**config.mk**
```make
export PLATFORM = sky130hd
export DESIGN_NAME = pipelined_addsub
export DESIGN_NICKNAME = d
export VERILOG_FILES = /design/src/rtl/pipelined_addsub.sv
export SDC_FILE = /design/constraint.sdc
export NUM_CORES = 1
export LEC_CHECK = 0
export CAP_MARGIN = 40
export CORE_ASPECT_RATIO = 1.75
export CORE_MARGIN = 3
export CORE_UTILIZATION = 48
export CTS_CLUSTER_DIAMETER = 40
export CTS_CLUSTER_SIZE = 28
export DETAILED_ROUTE_END_ITERATION = 6
export GPL_TIMING_DRIVEN = 0
export HOLD_SLACK_MARGIN = 0.12
export PLACE_DENSITY = 0.84
export REMOVE_ABC_BUFFERS = 1
export SLEW_MARGIN = 20
export SYNTH_ARGS = -nofsm -noshare
export SYNTH_HDL_FRONTEND = slang
export SYNTH_SLANG_ARGS = --single-unit
```
**constraint.sdc**
```tcl
create_clock -name clk -period 2.2 [get_ports clk]
set_clock_uncertainty 0.1 [all_clocks]
set_input_delay 0.22 -clock clk [delete_from_list [all_inputs] [get_ports clk]]
set_output_delay 0.22 -clock clk [all_outputs]
set_load 0.05 [all_outputs]
```
**src/rtl/pipelined_addsub.sv**
```systemverilog
// Purpose: parametrised add/subtract with the carry chain split into STAGES registered chunks, plus carry/borrow and signed overflow.
// Latency: STAGES cycles from accept to out_valid; one result per cycle.
// Backpressure: global stall, in_ready = !out_valid || out_ready; a stall freezes every stage register.
module pipelined_addsub #(
  parameter int WIDTH  = 8,
  parameter int STAGES = 2
) (
  input  logic             clk,
  input  logic             rst,
  input  logic             in_valid,
  output logic             in_ready,
  input  logic [WIDTH-1:0] a,
  input  logic [WIDTH-1:0] b,
  input  logic             cin,
  input  logic             sub,
  output logic             out_valid,
  input  logic             out_ready,
  output logic [WIDTH-1:0] s,
  output logic             cout,
  output logic             ovf
);

  // Bits handled per stage; guarded so a bad STAGES cannot divide by zero before the check fires.
  localparam int CW = (STAGES > 0) ? (WIDTH / STAGES) : 1;

  if (WIDTH < 1 || STAGES < 1 || (WIDTH % STAGES) != 0) begin : g_param_check
    $fatal(1, "pipelined_addsub: WIDTH must be >= 1 and divisible by STAGES");
  end

  // Per-stage registers. Operands travel whole so later chunks and the sign bits
  // for overflow are still at hand; b is stored already inverted for subtraction.
  logic [STAGES-1:0] stage_vld;
  logic [STAGES-1:0] stage_c;
  logic [WIDTH-1:0]  stage_a  [STAGES];
  logic [WIDTH-1:0]  stage_bx [STAGES];
  logic [WIDTH-1:0]  stage_s  [STAGES];

  // What each stage sees at its input: stage 0 from the ports, stage k from stage k-1.
  logic [STAGES-1:0] src_vld;
  logic [STAGES-1:0] src_c;
  logic [WIDTH-1:0]  src_a    [STAGES];
  logic [WIDTH-1:0]  src_bx   [STAGES];
  logic [WIDTH-1:0]  src_s    [STAGES];
  logic [CW:0]       csum     [STAGES];
  logic [WIDTH-1:0]  merged_s [STAGES];

  logic advance;

  assign advance  = !out_valid || out_ready;
  assign in_ready = advance;

  // Select stage inputs, add one chunk per stage and splice it into the partial sum.
  always_comb begin
    src_vld[0] = in_valid;
    src_a[0]   = a;
    src_bx[0]  = sub ? ~b : b;
    src_c[0]   = cin ^ sub;
    src_s[0]   = '0;
    for (int k = 1; k < STAGES; k++) begin
      src_vld[k] = stage_vld[k-1];
      src_a[k]   = stage_a[k-1];
      src_bx[k]  = stage_bx[k-1];
      src_c[k]   = stage_c[k-1];
      src_s[k]   = stage_s[k-1];
    end
    for (int k = 0; k < STAGES; k++) begin
      csum[k] = {1'b0, src_a[k][k*CW +: CW]} + {1'b0, src_bx[k][k*CW +: CW]}
              + {{CW{1'b0}}, src_c[k]};
      merged_s[k] = src_s[k];
      merged_s[k][k*CW +: CW] = csum[k][CW-1:0];
    end
  end

  // Advance the whole pipeline together; hold everything on a stall, clear on reset.
  always_ff @(posedge clk) begin
    if (rst) begin
      stage_vld <= '0;
      stage_c   <= '0;
      for (int k = 0; k < STAGES; k++) begin
        stage_a[k]  <= '0;
        stage_bx[k] <= '0;
        stage_s[k]  <= '0;
      end
    end else if (advance) begin
      stage_vld <= src_vld;
      for (int k = 0; k < STAGES; k++) begin
        stage_c[k]  <= csum[k][CW];
        stage_a[k]  <= src_a[k];
        stage_bx[k] <= src_bx[k];
        stage_s[k]  <= merged_s[k];
      end
    end
  end

  // Outputs come straight from the last stage, so they are stable while stalled.
  assign out_valid = stage_vld[STAGES-1];
  assign s         = stage_s[STAGES-1];
  assign cout      = stage_c[STAGES-1];
  assign ovf       = (stage_a[STAGES-1][WIDTH-1] == stage_bx[STAGES-1][WIDTH-1])
                  && (stage_s[STAGES-1][WIDTH-1] != stage_a[STAGES-1][WIDTH-1]);

endmodule

```
### Word level (Yosys, flattened, before mapping)

Memories as Yosys holds them, arrays and structs flattened.
Cells that the tools add are included.

* reductions and logical operators: 3
* eq/ne operators: 2
* bitwise operators: 8
* $add $sub $neg: 4
* mux-type cells: 12

Operators with widths (count)
* $mux 8: 7
* $add 4x4->5: 2
* $add 5x1->5: 2
* $not 8->8: 1
* $or 1x1->1: 6
* $mux 1: 5
* $eq 1x1->1: 1
* $logic_and 1x1->1: 1
* $logic_not 1->1: 1
* $logic_or 1x1->1: 1
* $ne 1x1->1: 1
* $xor 1x1->1: 1

* memories: 3
* bits in writable memories: 48
* input bits: 22
* bits in registers: 4

Memories
* stage_a: words 2, bits a word 8, read ports 2, clocked after memory_dff 0, wr ports 2, RTL line 34 `logic [WIDTH-1:0] stage_a [STAGES];`
* stage_bx: words 2, bits a word 8, read ports 2, clocked after memory_dff 0, wr ports 2, RTL line 35 `logic [WIDTH-1:0] stage_bx [STAGES];`
* stage_s: words 2, bits a word 8, read ports 2, clocked after memory_dff 0, wr ports 2, RTL line 36 `logic [WIDTH-1:0] stage_s [STAGES];`

### Depth between registers and ports, before layout

Gate-level depths: netlist of the first run.

* depth in word-level cells: 6
* depth in mapped cells: 7
* mapped depth without buffers: 6

### Worst setup path after synthesis of the first run

OpenSTA, ideal clock, no wires.

* kind: register -> output
* start point: mem stage_s[1][7], in the netlist stage_s[0][15]
* end point: out ovf
* arrival: 1.791 ns
* stages on the path, launching flop included: 2
* path buffers: 0
* setup slack: 0.089 ns
* cell sequence: edfxtp_1 o21ai_0

RTL lines
* start, declared: RTL line 36
* end, declared: RTL line 20 `output logic ovf`

### Final worst setup path of the first run

* start point: in sub
* end point: reg stage_c[0]

* cells in the longest elaborated chain, start to end: 3
* elaborated cells between the ends (all ways): 4
* classes of those cells: add/sub (2); mux (1); bitwise (1)

Ends and longest elaborated chain
* start, declared: RTL line 15 `input logic sub,`
* $mux 8: RTL line 56 `src_bx[0] = sub ? ~b : b;`
* $add 4x4->5: RTL line 67 `csum[k] = {1'b0, src_a[k][k*CW +: CW]} + {1'b0, src_bx[k][k*CW +: CW]}`
* $add 5x1->5 *: RTL line 68 `+ {{CW{1'b0}}, src_c[k]};`
* end signal, assigned by index: RTL line 87 `stage_c[k] <= csum[k][CW];`
* end, declared: RTL line 33 `logic [STAGES-1:0] stage_c;`

Mark *: on every way between the ends. The rest lies on a longest branch, timed or not.
A chain may end at the register's enable or synchronous reset.

==> results of run 1 <==
-- logic make-up after synthesis --
logic type | count (synthesis)
mux | 2
flops | 26
compound gates | 12
buf+inv | 9
fa+ha+maj | 10
simple gates | 38
xor+xnor | 10
-- synthesized netlist by cell type (all sizes together) --
cell type,number,area (um^2)
edfxtp,22,661
and3,13,83.8
nor2,11,43.8
ha,6,75.1
nand2,6,22.5
a21oi,5,25.0
inv,5,18.8
xnor2,5,43.8
xor2,5,43.8
buf,4,32.5
dfxtp,4,80.1
fa,4,80.1
a21o,3,22.5
nor2b,3,26.3
o21ai,3,15.0
mux2i,2,20.0
nand3,2,10.0
or3,2,12.5
a211oi,1,7.51
nor3,1,5.00
-- cell type report --
class | count | area, um^2 | area share (%)
clock inverters | 1 | 30.0 | 1.72
inverters | 5 | 18.8 | 1.08
clock buffers | 3 | 41.3 | 2.37
repair buffers | 34 | 343 | 19.7
flip-flops and latches | 26 | 741 | 42.5
well taps | 26 | 32.5 | 1.87
multi-input cells | 72 | 537 | 30.8
-- flip-flops by register name, summed over array words and instances, names as in the netlist --
register,count
stage_vld,2
stage_s,12
stage_bx,5
stage_c,2
stage_a,5
-- cells in the final DEF, fill, tap and decap left out, drive strengths merged --
cell / count
a21oi: 5
clkdlybuf4s50: 31
dlygate4sd2: 2
fa: 4
inv: 5
and3: 13
o21ai: 3
nor2b: 3
buf: 1
xor2: 5
a211oi: 1
xnor2: 5
or3: 2
clkbuf: 3
nand3: 2
mux2i: 2
nor3: 1
bufinv: 1
ha: 6
nor2: 11
edfxtp: 22
dfxtp: 4
a21o: 3
nand2: 6
-- worst max-delay path: stages --
cell,delay [ns]
dlygate4sd2_1,0.51
xor2_1,0.16
fa_1,0.44
fa_1,0.41
a21o_1,0.19
a21oi_1,0.16
a21oi_1,0.09
-- worst max path at each step --
| stage | from | end | slack [ns] | cells after the start |
|---|---|---|---|---|
| after detailed placement | sub | stage_c[0]$_SDFFE_PP0P_ | -0.50 | 7 |
| after global routing | sub | stage_c[0]$_SDFFE_PP0P_ | 0.004 | 7 |
| after floorplan | stage_s[0][15]$_SDFFCE_PN0P_ | ovf | 0.09 | 1 |
| final | sub | stage_c[0]$_SDFFE_PP0P_ | 0.08 | 7 |
| after CTS | sub | stage_c[0]$_SDFFE_PP0P_ | 0.06 | 7 |
| after global placement | sub | stage_c[0]$_SDFFE_PP0P_ | -0.47 | 7 |
-- per-layer routing --
layer | global-route usage, % | vias to the layer above | wire, um | share of wire (%)
li1 | - | 443 | - | -
met4 | 9.81 | 0 | 90 | 3.6
met3 | 2.13 | 10 | 97 | 3.8
met1 | 15.9 | 427 | 859 | 34
met5 | 0 | - | 0 | 0
met2 | 30.0 | 30 | 1480 | 59
-- power groups by stage --
stage / sequential [W] / combinational [W] / clock [W]
finish: 0.000614 / 0.000330 / 0.000396
global route: 0.000619 / 0.000358 / 0.000419
CTS: 0.000616 / 0.000331 / 0.000393
detailed placement: 0.000627 / 0.000328 / 0
global placement: 0.000622 / 0.000312 / 0
floorplan: 0.000701 / 0.000127 / 0
-- through the flow --
stage	cell area (um^2)	util, %	hold WS (ns)	total power [W]	setup WS (ns)
finish	1740	68.3	0.369	0.00134	0.0781
detailed placement	1660	65.0	0.359	0.000955	-0.502
global route	1740	68.3	0.390	0.00140	0.00391
floorplan	1300	-	0.189	0.000828	0.0886
CTS	1730	67.7	0.374	0.00134	0.0553
global placement	1660	65.0	0.339	0.000934	-0.465
-- timing repair --
item,4_1_cts,5_1_grt
hold buffers,0,0
resized for setup,2,0
setup buffers,0,0
endpoints found under the setup margin,5,0
==> run_results.csv, run 1 <==
group,metric,value,unit
setup_path,cp-end-kind,"register",
final_layout,fillers,181,
pwr,leakagePower,0.751,nW
route,drt_first_pass_iters,4,
synthesis,netlist_instances,107,
floorplanning,ios,34,
setup_path,rr_endpoint,"stage_c[1]$_SDFFE_PP0P_",
route,antenna_left,0,
cts,cts_tree,"yes",
final_layout,drive_gt1_share,7.80,%
route,drc_errors,0,
placed_design,place.gp.congestion,0.688,
cts,clock_sinks,26,
grt,grt_pass1_wl,4020,um
route,vias_per_cell,5.45,
synthesis,synth_area,1330,um^2
pwr,p_clk_share,29.5,%
floorplanning,die-area,3460,um^2
synthesis,ys_ff_latch,26,
sta,tightest_slew,0.500,ns
cts,htree_levels,1,
floorplanning,core_area,2550,um^2
synthesis,synthXorXnorAreaFrac,6.59,%
sta,slew_violations,0,
floorplanning,start_util,52.1,%
synthesis,synth_cell_type_count,26,
placed_design,dp_cells,162,
pwr,p_seq_share,45.8,%
route,wl_per_cell,15.1,um
hold_path,hold_end,"stage_vld[0]$_SDFFE_PP0P_",
setup_path,r2r_cells,6,
outcome,status,"finished, final reports clean",
synthesis,synth_top_family_by_area,"simple AND/OR/NAND/NOR gates",
cts,clk_path_buf_depth,2,
setup_path,path_class,"in -> reg",
sta,clock.fmax,471,MHz
floorplanning,num_rows,24,
setup_path,rr_startpoint,"stage_c[0]$_SDFFE_PP0P_",
setup_path,rrSetupSlack,0.44,ns
hold_path,hold_path_depth,2,
grt,grt_max_degree,23,
floorplanning,die_y,75.6,um
setup_path,start_kind,"input pin",
pwr,intPower,0.000982,W
grt,track_usage,16.1,%
cts,cts_root_buf,"clkbuf_8",
route,drtIter0Drc,33,
cts,clkTransAtPathRegs,0.09,ns
cts,numCtsBuffers,3,
hold_path,worstHoldStart,"stage_vld[0]$_SDFFE_PP0P_",
placed_design,dp.final_hpwl,1930,um
final_layout,fin_cells,167,
job,cap_viol_max_count,0,
synthesis,synth-simple-area-share,15.3,%
placed_design,portBuffers,33,
final_layout,diodes,0,
synthesis,synth.mux.area_fraction,1.51,%
pwr,switchingPower,0.000359,W
sta,period_needed,2.12,ns
synthesis,yosysSeqAreaShare,55.7,%
setup_path,crit_arrival,2.18,ns
sta,max-slew-margin-rel,66.5,%
sta,grt_setup_unrepaired,"false",
route,finalWirelength,2520,um
sta,hold_viol_final,0,
grt,antenna_found_initial,0,
route,vias,910,
synthesis,ys_warn_count,0,
pwr,p_comb_share,24.6,%
pwr,vdd_ir_drop_max,715,uV
final_layout,fin_nets,174,
pwr,pwr_density_cell,769,nW/um^2
synthesis,syn_avg_cell_area,12.4,um^2
sta,fin_crit_sh,96.5,%
setup_path,critPathMaxFanout,9,
synthesis,synth-compound-area-share,5.27,%
grt,grt_pass1_vias,992,
hold_path,hold_path_class,"reg -> reg",
pwr,sw_frac_of_total,26.8,%
sta,setup_tns,0,ns
grt,gr-total-overflow,0,
floorplanning,die_w,45.8,um
final_layout,synthToLayoutAreaGrowth,31.2,%
sta,finalSetupViolCount,0,
cts,insertion_delay,0.28,ns
setup_path,cp_data_required_time,2.26,ns
synthesis,synthAdderAreaFrac,11.7,%
Note: power is estimated with default switching activity, not from simulation.
==> run 2, diff against run 1 <==
Settings changed: CTS_CLUSTER_SIZE 28 to 10.
==> results of run 2 <==
Same layout as run 1: the final DEF is identical, and so are final timing and power.
==> run 3, diff against run 2 <==
Settings changed: CELL_PAD_IN_SITES_DETAIL_PLACEMENT set to 0, CELL_PAD_IN_SITES_GLOBAL_PLACEMENT set to 1, CORE_UTILIZATION 48 to 38.
==> run 3 against run 2 <==
  * Non-clock buffer count unchanged
  * Combinational power down 3%
  * Sequential share of layout area barely moved
  * Final area about the same
  * Final cell count grew 10%
  * Clock-buffer cell count up 1
  * Flip-flop and latch count unchanged
  * Maximum frequency grew 5.0%
  * Wire length down 8.8%
  * Highest routed layer unchanged
  * Global-route usage fell by 4.4 points
  * Largest power group unchanged
  * Sequential power about the same
==> run_results.csv, run 3 (same netlist as run 1, synthesis figures left out) <==
group,metric,value,unit
outcome,status,"finished, final reports clean",
placed_design,place.gp.congestion,0.726,
cts,cts_tree,"yes",
sta,fin_ws,0.179,ns
setup_path,crit_arrival,1.70,ns
job,cap_viol_max_count,0,
setup_path,critPathMaxFanout,2,
cts,cts_root_buf,"clkbuf_8",
route,vias,891,
final_layout,final_common_cell,"clkdlybuf4s50_1",
cts,insertion_delay,0.26,ns
route,vias_per_cell,4.84,
cts,numCtsBuffers,3,
floorplanning,die_w,50.7,um
pwr,total_power,0.00123,W
final_layout,drive_gt1_share,8.51,%
route,drt_first_pass_iters,4,
sta,hold_viol_final,0,
sta,period_needed,2.02,ns
grt,grt_pass1_vias,903,
final_layout,fin_nets,174,
final_layout,reg.largest.list,"stage_s x12, stage_a x5, stage_bx x5",
cts,clkTransAtPathRegs,0.09,ns
sta,setup_tns,0,ns
placed_design,dp.final_hpwl,1770,um
sta,max-slew-margin-rel,66.1,%
route,finalWirelength,2300,um
cts,post_cts.repair.setup_buffers,0,
cts,htree_levels,1,
route,antenna_left,0,
setup_path,cp_slowest_stage_delay,0.82,ns
setup_path,path_class,"reg -> out",
grt,grt_busiest_layer,"met2",
setup_path,cp_data_required_time,1.88,ns
floorplanning,start_util,41.0,%
cts,cts_hold_buf,0,
grt,use_met2,21.5,%
placed_design,portBuffers,33,
final_layout,fillers,324,
final_layout,regMostFlops,"stage_s",
sta,finalSetupViolCount,0,
grt,grt_pass1_wl,3930,um
setup_path,crit_path_top_delay_cell,"clkdlybuf4s50_1",
grt,antenna_found_initial,0,
grt,track_usage,11.7,%
setup_path,cp-end-kind,"output port",
floorplanning,core_area,3240,um^2
sta,tightest_slew,0.508,ns
floorplanning,num_rows,27,
floorplanning,die_y,84.2,um
sta,slew_violations,0,
grt,grt_max_degree,23,
placed_design,pre_cts_ws,-0.506,ns
route,drc_errors,0,
sta,clock.fmax,495,MHz
route,drtIter0Drc,22,
pwr,pwr_density_cell,707,nW/um^2
setup_path,start_kind,"register",
final_layout,largest_reg_flops,12,
floorplanning,die-area,4270,um^2
floorplanning,ios,34,
cts,clock_sinks,26,
grt,met1_usage,13.3,%
sta,grt_setup_unrepaired,"false",
pwr,leakagePower,0.743,nW
setup_path,cpLargestDelayFamily,"buffers and inverters",
final_layout,most-common-layout-cells,"clkdlybuf4s50_1 (31), edfxtp_1 (22), and3_1 (11), nor2_1 (10)",
final_layout,diodes,0,
route,wl_per_cell,12.5,um
final_layout,synthToLayoutAreaGrowth,31.3,%
grt,gr-total-overflow,0,
grt,grt_util_met3,1.07,%
hold_path,hold_path_class,"reg -> reg",
setup_path,path_cells,"nor2_1 -> nand2_1 -> o21ai_0 -> clkdlybuf4s50_1",
setup_path,path_buf_inv,1,
pwr,vdd_ir_drop_max,536,uV
sta,fin_crit_sh,91.9,%
cts,clk_path_buf_depth,2,
[run 3: cell count changes in the layout (fill, tap and decap cells not counted), sizes merged]
cell         change
bufinv           -1
clkbuf           +2
dlygate4sd2      -1
[run 3: layer usage]
metal	wire (um)	share of wire [%]
met1	877	38
met2	1300	56
met3	89	3.9
met4	35	1.5
met5	0	0
[run 3: stage by stage]
stage,instance area (um^2),hold WS (ns),util (%),cells
floorplan,1300,0.189,-,103
global placement,1680,0.339,51.8,179
detailed placement,1680,0.348,51.8,179
global route,1740,0.379,53.8,184
finish,1740,0.362,53.8,184
CTS,1730,0.361,53.4,183
[run 3: power breakdown]
part           total, W  internal (W)  switching, W
Clock          0.000301      0.000160      0.000141
Sequential     0.000612      0.000595     0.0000176
Combinational  0.000321      0.000140      0.000180
Total           0.00123      0.000894      0.000339
[run 3: layout make-up]
class | instances | area (um^2) | area share, %
inverters | 5 | 18.8 | 1.08
flip-flops and latches | 26 | 741 | 42.5
clock buffers | 4 | 55.1 | 3.16
multi-input cells | 72 | 537 | 30.8
repair buffers | 34 | 339 | 19.4
well taps | 43 | 53.8 | 3.08
[run 3: what timing repair did]
item | in CTS | in global routing
pin swaps | 0 | 0
setup endpoints to repair | 5 | 1
resized for setup | 2 | 2
gates cloned | 0 | 0
[run 3: final timing paths]
kind	from	endpoint	slack, ns	cells past startpoint
hold / removal	stage_vld[0]$_SDFFE_PP0P_	stage_vld[0]$_SDFFE_PP0P_	0.36	2
hold reg to reg	stage_vld[0]$_SDFFE_PP0P_	stage_vld[0]$_SDFFE_PP0P_	0.36	2
setup / recovery	stage_bx[0][15]$_SDFFCE_PN0P_	ovf	0.18	4
setup reg to reg	stage_a[0][4]$_SDFFCE_PN0P_	stage_s[0][15]$_SDFFCE_PN0P_	0.55	4
[run 3: tightest hold or removal path, delay by kind of cell (launching register included)]
kind / cells / cell delay [ns]
AOI/OAI and AO/OA: 1 / 0.05
DFF: 1 / 0.32
and+or+nand+nor: 1 / 0.05
